$ cat config.mk
export PLATFORM = sky130hd
export DESIGN_NAME = com_gesture_detector
export DESIGN_NICKNAME = d
export VERILOG_FILES = /design/src/rtl/com_gesture_detector.sv
export SDC_FILE = /design/constraint.sdc
export NUM_CORES = 1
export LEC_CHECK = 0
export ABC_CLOCK_PERIOD_IN_PS = 3000
export BUFFER_PORTS_ARGS = -buffer_cell sky130_fd_sc_hd__buf_2
export CORE_MARGIN = 10
export CORE_UTILIZATION = 50
export CTS_BUF_LIST = sky130_fd_sc_hd__clkbuf_4 sky130_fd_sc_hd__clkbuf_8
export DETAILED_ROUTE_END_ITERATION = 6
export PLACE_DENSITY = 0.79
export SETUP_SLACK_MARGIN = 0.4
export SLEW_MARGIN = 40
export SYNTH_ARGS = -nofsm -noshare
export SYNTH_HDL_FRONTEND = slang
export SYNTH_SLANG_ARGS = --single-unit
$ cat constraint.sdc
create_clock -name clk -period 3 [get_ports clk]
set_input_delay 0 -clock clk [delete_from_list [all_inputs] [get_ports clk]]
set_output_delay 0 -clock clk [all_outputs]
set_load 0.1 [all_outputs]
$ cat src/rtl/com_gesture_detector.sv
// Turns the per-frame centre-of-mass stream into game controls: it calibrates a
// standing baseline height, then emits jump/duck pulses and lane-change pulses.
module com_gesture_detector #(
  parameter int CAL_FRAMES      = 8,
  parameter int LANE_LEFT_X     = 427,
  parameter int LANE_RIGHT_X    = 853,
  parameter int HYST            = 16,
  parameter int JUMP_DY         = 40,
  parameter int DUCK_DY         = 40,
  parameter int COOLDOWN_FRAMES = 6
) (
  input  logic        clk,
  input  logic        rst,
  input  logic [10:0] com_x,
  input  logic [9:0]  com_y,
  input  logic        com_valid,
  input  logic        recal,
  output logic        calibrated,
  output logic [9:0]  baseline_y,
  output logic [1:0]  lane,
  output logic        jump,
  output logic        duck,
  output logic        move_left,
  output logic        move_right
);

  localparam int CAL_SHIFT = $clog2(CAL_FRAMES);
  localparam int SUM_W     = 10 + CAL_SHIFT;
  localparam int CD_W      = (COOLDOWN_FRAMES > 0) ? $clog2(COOLDOWN_FRAMES + 1) : 1;

  localparam logic [11:0] LEFT_OUT  = 12'(LANE_LEFT_X - HYST);
  localparam logic [11:0] LEFT_IN   = 12'(LANE_LEFT_X + HYST);
  localparam logic [11:0] RIGHT_OUT = 12'(LANE_RIGHT_X + HYST);
  localparam logic [11:0] RIGHT_IN  = 12'(LANE_RIGHT_X - HYST);
  localparam logic [10:0] JUMP_D    = 11'(JUMP_DY);
  localparam logic [10:0] DUCK_D    = 11'(DUCK_DY);
  localparam logic [CD_W-1:0]      CD_LOAD  = CD_W'(COOLDOWN_FRAMES);
  localparam logic [CAL_SHIFT-1:0] CNT_LAST = CAL_SHIFT'(CAL_FRAMES - 1);

  typedef enum logic [1:0] {CALIBRATE, TRACK, COOLDOWN} state_t;

  state_t               state;
  logic [SUM_W-1:0]     sum;
  logic [SUM_W-1:0]     sum_next;
  logic [CAL_SHIFT-1:0] cnt;
  logic [CD_W-1:0]      cd;

  logic [11:0] x_ext;
  logic [10:0] y_ext;
  logic [10:0] base_ext;
  logic        is_jump;
  logic        is_duck;
  logic [1:0]  lane_next;
  logic        step_left;
  logic        step_right;

  // Vertical thresholds are compared one bit wider than the inputs so the offsets never wrap.
  assign x_ext    = {1'b0, com_x};
  assign y_ext    = {1'b0, com_y};
  assign base_ext = {1'b0, baseline_y};
  assign is_jump  = (y_ext + JUMP_D) < base_ext;
  assign is_duck  = y_ext > (base_ext + DUCK_D);
  assign sum_next = sum + {{CAL_SHIFT{1'b0}}, com_y};

  always_comb begin
    lane_next  = lane;
    step_left  = 1'b0;
    step_right = 1'b0;
    case (lane)
      2'd0: begin
        if (x_ext >= LEFT_IN) begin
          lane_next  = 2'd1;
          step_right = 1'b1;
        end
      end
      2'd1: begin
        if (x_ext < LEFT_OUT) begin
          lane_next = 2'd0;
          step_left = 1'b1;
        end else if (x_ext > RIGHT_OUT) begin
          lane_next  = 2'd2;
          step_right = 1'b1;
        end
      end
      2'd2: begin
        if (x_ext <= RIGHT_IN) begin
          lane_next = 2'd1;
          step_left = 1'b1;
        end
      end
      default: lane_next = 2'd1;
    endcase
  end

  always_ff @(posedge clk) begin
    if (rst) begin
      state      <= CALIBRATE;
      sum        <= '0;
      cnt        <= '0;
      cd         <= '0;
      calibrated <= 1'b0;
      baseline_y <= '0;
      lane       <= 2'd1;
      jump       <= 1'b0;
      duck       <= 1'b0;
      move_left  <= 1'b0;
      move_right <= 1'b0;
    end else begin
      jump       <= 1'b0;
      duck       <= 1'b0;
      move_left  <= 1'b0;
      move_right <= 1'b0;
      // recal takes priority and discards any sample arriving alongside it.
      if (recal) begin
        state      <= CALIBRATE;
        sum        <= '0;
        cnt        <= '0;
        cd         <= '0;
        calibrated <= 1'b0;
        lane       <= 2'd1;
      end else if (com_valid) begin
        case (state)
          CALIBRATE: begin
            if (cnt == CNT_LAST) begin
              baseline_y <= sum_next[SUM_W-1:CAL_SHIFT];
              calibrated <= 1'b1;
              state      <= TRACK;
              sum        <= '0;
              cnt        <= '0;
            end else begin
              sum <= sum_next;
              cnt <= cnt + CAL_SHIFT'(1);
            end
          end
          TRACK: begin
            jump <= is_jump;
            duck <= is_duck;
            if ((is_jump || is_duck) && (COOLDOWN_FRAMES > 0)) begin
              cd    <= CD_LOAD;
              state <= COOLDOWN;
            end
          end
          COOLDOWN: begin
            cd <= cd - CD_W'(1);
            if (cd <= CD_W'(1)) state <= TRACK;
          end
          default: state <= CALIBRATE;
        endcase
        if (state != CALIBRATE) begin
          lane       <= lane_next;
          move_left  <= step_left;
          move_right <= step_right;
        end
      end
    end
  end

endmodule

==> results.md, run 1 <==
* Simple-Gate Fraction of Synth Area at 0.194
* Worst VDD drop at 210 uV
* Root Buffer: clkbuf_8
* Synth Area in Adders at 0.167
* Total grt overflow at 0
* Worst hold path class: in2reg
* Clock Sink Count at 38
* CTS max path bufs at 2
* Post-synth ARST share at 0
* Initial antenna violation count at 0
* GP Congestion at 0.926
* DRT Pass-1 Iters at 4
* Clock-pin slew on the worst setup and hold paths at 0.08 ns
* Achievable frequency at 407 MHz
* Finish-stage setup viols at 0
* Synth Instances at 335
* Final WL at 7010 um
* R2r endpoint: cd[2]
* Top delay family on crit path: compound AO/OA/AOI/OAI gates
* CP max FO at 5
* Critical path endpoint category: flip-flop
* Mapped cell area at 0.00281 mm2
* Post-synth cell types at 59
* R2R setup slack at 0.55 ns
* 1st-iter DRT viols at 91
* Mux cell area share after synthesis at 0.00401
* DRC at 0
* TNS Setup at 0 ns
* Syn_area_per_cell at 8.39 um2
* Nets at 438
* Vias in the first global route at 2,536
* Fin crit period at 2.45 ns
* Clock skew at 0.00931 ns
* Worst skew pair latency at 0.30 ns
* Sequential area share after synthesis at 0.271
* Slew at the pin closest to its max-slew limit at 0.806 ns
* Hold Crit Start: com_valid
* Pwr per Cell Area at 345 mW/mm2
* Critical path required time at 3.20 ns
* Initial core utilization at 0.514
* Hold Vio Cnt, Final at 0
* Std-Cell Rows at 27
* Final Max Slew Viols at 0
* Fin crit share at 0.818
* Post-route ant nets at 0
* EDFF count, synth at 0
* Die H at 95.0 um
* Share of cells above drive strength 1 at 0.228
* First-pass GRT wire length at 11,700 um
* Layout overhead on the synthesized area at 14.5%
* Synth warn at 0
* FF+latch area at 785 um2
* Multi-input logic area at 0.00193 mm2
* DR WL/cell at 15.6 um
* Final HPWL DP at 5560 um
* Max-Cap Viols at 0
* Largest family of logic cells by synthesized area: compound AO/OA/AOI/OAI gates
* Final Cell Area at 0.00322 mm2
* Hold path cells at 3
* Total track usage at 0.159
* Util after Layout at 0.588
* Critical path class: reg2reg
* Num CTS Buffers at 5
* Arr. time, crit path at 2.65 ns
* Hold WS at 0.0265 ns
* DP Worst Slack at 0.437 ns
* CTS tree: yes
* Fillers at 519
* Commonest cells after routing, fill and taps aside: buf_2 (41), ha_1 (35), a21oi_1 (29), dfxtp_1 (29), nor2_1 (28)
* FF-to-FF Start: baseline_y[3]
* CP cell instances: ha_1, o2111ai_2, xnor2_1, ha_1, buf_4, o211a_1, a211oi_2, nor3_1, a22oi_2, nor3_2, o211a_1
* Synth Area in XOR/XNOR at 0.0530
* Port Buffers at 41
* Die X-Extent at 95.0 um
* Area after DPL at 0.00308 mm2
* Relative slew slack at 0.461
* Antenna diodes at 0
* Status: complete, no violations
* Synth Flop Type: dfxtp_1
* Slack of the critical path at 0.546 ns
* Core Area at 0.00547 mm2
* CP max-delay cell: dfxtp_4
* Synth Register Bits at 38
* Synth Area in Compound Gates at 0.258
* Peak per-stage delay on the critical path at 0.37 ns
* CP Buf/Inv Count at 1
* RSZ-0062 raised after global routing: no
* Via Count at 2,636
* H-tree Lvls at 2
* Reg2reg path depth at 11
* Commonest non-fill, non-tap cell in the layout: buf_2
* Hold Crit Endpoint: state[0]
* Die area at 0.00902 mm2
* Largest net degree at the start of global routing at 20
* Startpoint class of the critical path: flip-flop
* Leak pwr at 1.39 nW
* Syn nets at 397
* Vias/cell at 5.87
* I/O pin count at 42
==> Yosys cell counts, types with 2 or more instances <==
cell	n	area (um2)
a211oi_1	5	37.5
a21boi_0	3	22.5
a21o_1	3	22.5
a21oi_1	30	150
a22oi_1	3	22.5
a311oi_1	2	17.5
a31o_2	2	17.5
a31oi_1	3	18.8
a32o_1	4	40.0
and2b_1	2	15.0
buf_2	2	10.0
clkbuf_1	6	22.5
clkbuf_8	2	27.5
dfxtp_1	38	761
ha_1	36	450
inv_1	24	90.1
nand2_1	26	97.6
nand2b_1	3	18.8
nand3_1	7	35.0
nand3b_1	2	15.0
nand4_1	3	18.8
nand4b_1	3	26.3
nor2_1	29	109
nor2b_1	4	25.0
nor3_1	9	45.0
nor3b_1	2	15.0
nor4_1	2	12.5
o2111ai_1	3	26.3
o211a_1	5	50.1
o21ai_0	16	80.1
o21bai_1	2	15.0
o22ai_1	3	18.8
o31ai_1	3	22.5
o31ai_2	2	25.0
or2_2	2	12.5
or3_1	3	18.8
or4_1	4	30.0
xnor2_1	11	96.3
xor2_1	6	52.6
==> cell families (layout without fill, tap and decap cells) <==
kind of cell,Yosys count,in the layout
DFF,38,38
AOI/OAI and AO/OA,102,102
adders and majority gates,37,37
and+or+nand+nor,106,106
buffers and inverters,34,76
muxes,1,1
xor gates and xnor gates,17,17
==> report_power, final <==
part / switching (mW) / internal (mW) / total, mW
Sequential: 0.00412 / 0.506 / 0.510
Clock: 0.201 / 0.185 / 0.386
Combinational: 0.124 / 0.0895 / 0.214
==> metrics by stage <==
step,power (mW),std cells
after global routing,1.16,449
final,1.11,449
after floorplan,0.667,335
after global placement,0.720,439
after CTS,1.11,447
after detailed placement,0.726,439
==> final cells by class <==
type / count / area share
well taps: 72 / 0.0280
repair buffers: 44 / 0.0707
clock buffers: 6 / 0.0257
clock inverters: 2 / 0.00389
flip-flops and latches: 38 / 0.244
inverters: 24 / 0.0280
multi-input cells: 263 / 0.600
==> sequential cells by signal, summed over array words and instances (netlist names) <==
| register | count |
|---|---|
| sum | 13 |
| baseline_y | 10 |
| cd | 3 |
| cnt | 3 |
| lane | 2 |
| state | 2 |
| calibrated | 1 |
| duck | 1 |
| jump | 1 |
| move_left | 1 |
| move_right | 1 |
==> worst max path at each step <==
stage	from	end	slack [ns]	cells after the start
6_report	baseline_y[3]	cd[2]	0.55	11
5_1_grt	baseline_y[3]	cd[0]	0.38	10
4_1_cts	baseline_y[4]	cd[0]	0.40	10
3_5_place_dp	baseline_y[4]	cd[0]	0.44	10
3_3_place_gp	baseline_y[4]	cd[2]	0.47	10
2_1_floorplan	baseline_y[3]	cd[2]	0.43	10
==> tightest hold or removal path, stage by stage <==
cell and delay (ns):
buf_2 0.11, nand3b_1 0.10, nand3_1 0.07
==> metal layers <==
metal | track usage | vias to the layer above | part of all wire
li1 | - | 1316 | -
met1 | 0.190 | 1249 | 0.43
met2 | 0.269 | 59 | 0.50
met3 | 0.0317 | 12 | 0.049
met4 | 0.0723 | 0 | 0.018
met5 | 0 | - | 0
==> repair_timing <==
action	4_1_cts	5_1_grt
gates resized for setup	0	9
setup endpoints to repair	0	6
hold buffers	0	0
setup buffers	0	2
Power figures use the tool's default switching activity.
==> inputs of run 2 (changes only) <==
--- a/config.mk
+++ b/config.mk
@@ -5,7 +5,8 @@
 export SDC_FILE = /design/constraint.sdc
 export NUM_CORES = 1
 export LEC_CHECK = 0
-export ABC_CLOCK_PERIOD_IN_PS = 3000
+export ABC_AREA = 1
+export ABC_CLOCK_PERIOD_IN_PS = 2400
 export BUFFER_PORTS_ARGS = -buffer_cell sky130_fd_sc_hd__buf_2
 export CORE_MARGIN = 10
 export CORE_UTILIZATION = 50
==> constraint.sdc (replaced) <==
create_clock -name clk -period 2.4 [get_ports clk]
set_input_delay 0 -clock clk [delete_from_list [all_inputs] [get_ports clk]]
set_output_delay 0 -clock clk [all_outputs]
set_load 0.1 [all_outputs]
==> results.md, run 2 <==
* Largest family of logic cells by synthesized area: simple AND/OR/NAND/NOR gates
* RSZ-0062 raised after global routing: yes
* FF-to-FF Start: baseline_y[3]
* Hold Vio Cnt, Final at 0
* Share of the synthesized area in the top cell type at 0.251
* Slack of the critical path at 0.261 ns
* H-tree Lvls at 2
* Largest net degree at the start of global routing at 18
* Mapped cell area at 0.00304 mm2
* Slew at the pin closest to its max-slew limit at 0.543 ns
* CP max-delay cell: dfxtp_4
* Worst VDD drop at 228 uV
* Final total power at 1.38 mW
* Biggest regs: sum x13, baseline_y x10
* CTS tree: yes
* Post-route ant nets at 0
* Worst skew pair latency at 0.28 ns
* Port Buffers at 41
* Die H at 97.9 um
* Layout overhead on the synthesized area at 17.5%
* Die area at 0.00959 mm2
* CP cell instances: ha_4, o21ai_4, buf_4, xor2_2, ha_1, nand4_1, nor2_2, nand2_1, nand2_1, inv_1, nand2_2, nand3_1, nand2_2, nand2_1, nand2_1, nor2_1
* First-pass GRT wire length at 13,000 um
* Register with the most flip-flops: sum
* Fin crit period at 2.14 ns
* Ranking of synthesized cells by area: dfxtp_1 (25%), ha_1 (15%), nand2_1 (14%), inv_1 (9.8%), a21oi_1 (6.8%)
* Switching share of power at 0.298
* Arr. time, crit path at 2.33 ns
* R2R setup slack at 0.26 ns
* Mux cell area share after synthesis at 0
* Pwr per Cell Area at 387 mW/mm2
* Post-synth cell types at 34
* Startpoint class of the critical path: flip-flop
* Die X-Extent at 97.9 um
* Simple-Gate Fraction of Synth Area at 0.301
* Crit path capture: state[1]
* Total grt overflow at 0
* Peak per-stage delay on the critical path at 0.37 ns
* Reg2reg path depth at 16
* Clock Sink Count at 38
* Total track usage at 0.159
* Combinational share of power at 0.207
* Synth warn at 0
* Clk pwr share at 0.331
* Clock-pin slew on the worst setup and hold paths at 0.08 ns
* Core Area at 0.00592 mm2
* Worst hold path class: in2reg
* Critical path class: reg2reg
* Cts hold-fix bufs at 0
* Fin crit share at 0.891
* Critical path required time at 2.59 ns
* Antenna diodes at 0
* Synth Instances at 463
* Post-synth ARST share at 0
* Leak pwr at 1.91 nW
* Crit path launch: baseline_y[3]
* EDFF count, synth at 0
* Dpl cells at 575
* Share of cells above drive strength 1 at 0.197
* Commonest cells after routing, fill and taps aside: nand2_1 (111), inv_1 (76), buf_2 (41), a21oi_1 (37)
* GP Congestion at 0.963
* CTS max path bufs at 2
* Int Pwr at 971 uW
* Via Count at 3,046
* Relative slew slack at 0.636
* R2r endpoint: state[1]
* Clock skew at 0.00346 ns
* Syn_area_per_cell at 6.56 um2
* Synth Area in XOR/XNOR at 0.0433
* Synth Register Bits at 38
* Critical path endpoint category: flip-flop
* CP max FO at 4
* Vias/cell at 5.19
* Std-Cell Rows at 28
* Initial antenna violation count at 0
* Vias in the first global route at 2,854
* CP most frequent cell: nand2_1
* Max-Cap Viols at 0
* Top-count cell post-synth: nand2_1
* I/O pin count at 42
* Initial core utilization at 0.513
* Max FFs per register at 13
* Num CTS Buffers at 5
* Root Buffer: clkbuf_8
* Finish-stage setup viols at 0
* Synth Area in Adders at 0.155
* Final Max Slew Viols at 0
* Status: complete, no violations
* Fillers at 533
* Syn nets at 525
* Synth Flop Type: dfxtp_1
* Hold Crit Start: rst
* Achievable frequency at 467 MHz
* Synth cell count leaders: nand2_1 (117), inv_1 (79), a21oi_1 (41)
* Final HPWL DP at 6290 um
* Commonest non-fill, non-tap cell in the layout: nand2_1
* TNS Setup at 0 ns
* DRC at 0
* Final WL at 7850 um
* Reg power frac at 0.462
* Cell taking the most area after synthesis: dfxtp_1
* 1st-iter DRT viols at 123
* Net switching power at 411 uW
* DP Worst Slack at 0.290 ns
* DRT Pass-1 Iters at 4
* Sequential area share after synthesis at 0.251
* Synth Area in Compound Gates at 0.136
* DR WL/cell at 13.4 um
* Fin cells at 587
* Nets at 573
-- run 2: cell count changes after synthesis, sizes merged, moves of 5 or more --
cell / delta
a211oi: -5
a21oi: +11
clkbuf: -8
inv: +59
nand2: +92
nand3: +31
nor2: +12
o211ai: +5
o31ai: -5
xnor2: -7
xor2: +5
-- run 2: worst max-delay path, delay by kind of cell, from the launching register on --
kind                       cells  cell delay, ns
xor gates and xnor gates       1            0.06
DFF                            1            0.37
adders and majority gates      2            0.48
buffers and inverters          2            0.19
and+or+nand+nor               10            0.77
AOI/OAI and AO/OA              1            0.17
-- run 2: final cells by class --
class,instances,area [um2],share of cell area
Multi-Input combinational cell,336,2040,0.571
Sequential cell,38,785,0.220
Timing Repair Buffer,46,243,0.0680
Inverter,84,315,0.0884
Clock inverter,2,12.5,0.00351
Clock buffer,6,82.6,0.0231
Tap cell,75,93.8,0.0263
-- run 2: cells by family (layout without fill, tap and decap cells) --
family                     count (synthesis)  in the layout
xor gates and xnor gates                  15             15
and+or+nand+nor                          211            211
adders and majority gates                 37             37
buffers and inverters                     89            138
AOI/OAI and AO/OA                         73             73
DFF                                       38             38
-- run 2: power groups by stage --
stage               registers [mW]  clock network (mW)  logic (mW)
floorplan                    0.652                   0       0.186
global placement             0.653                   0       0.258
detailed placement           0.654                   0       0.271
CTS                          0.639               0.470       0.275
global route                 0.640               0.494       0.323
finish                       0.639               0.457       0.286
-- run 2: stage by stage --
| stage | hold slack [ns] | area (um2) | utilization |
|---|---|---|---|
| final | 0.0550 | 3570 | 0.603 |
| after global routing | 0.0609 | 3570 | 0.603 |
| after CTS | 0.0482 | 3500 | 0.590 |
| after detailed placement | 0.346 | 3360 | 0.568 |
| after global placement | 0.341 | 3360 | 0.568 |
| after floorplan | 0.135 | 3090 | - |
-- run 2: worst min path at each step --
stage                          endpoint  slack [ns]  cells after the start
after global routing      baseline_y[7]        0.06                      4
after CTS                 baseline_y[7]        0.05                      4
final                     baseline_y[7]        0.05                      4
after global placement    baseline_y[7]        0.34                      4
after detailed placement  baseline_y[7]        0.35                      4
after floorplan           baseline_y[7]        0.13                      3
-- run 2: metal layers --
layer  vias to the layer above  global-route usage  routed length, um
met4                         0              0.0414                 79
met5                         -                   0                  0
met3                         6              0.0395                504
met2                        84               0.275               3780
met1                      1374               0.190               3480
li1                       1582                   -                  -
-- run 2: timing repair --
item / in CTS / in global routing
resized for setup: 6 / 16
endpoints found under the setup margin: 5 / 11
buffers inserted: 2 / 2
pin swaps: 2 / 12
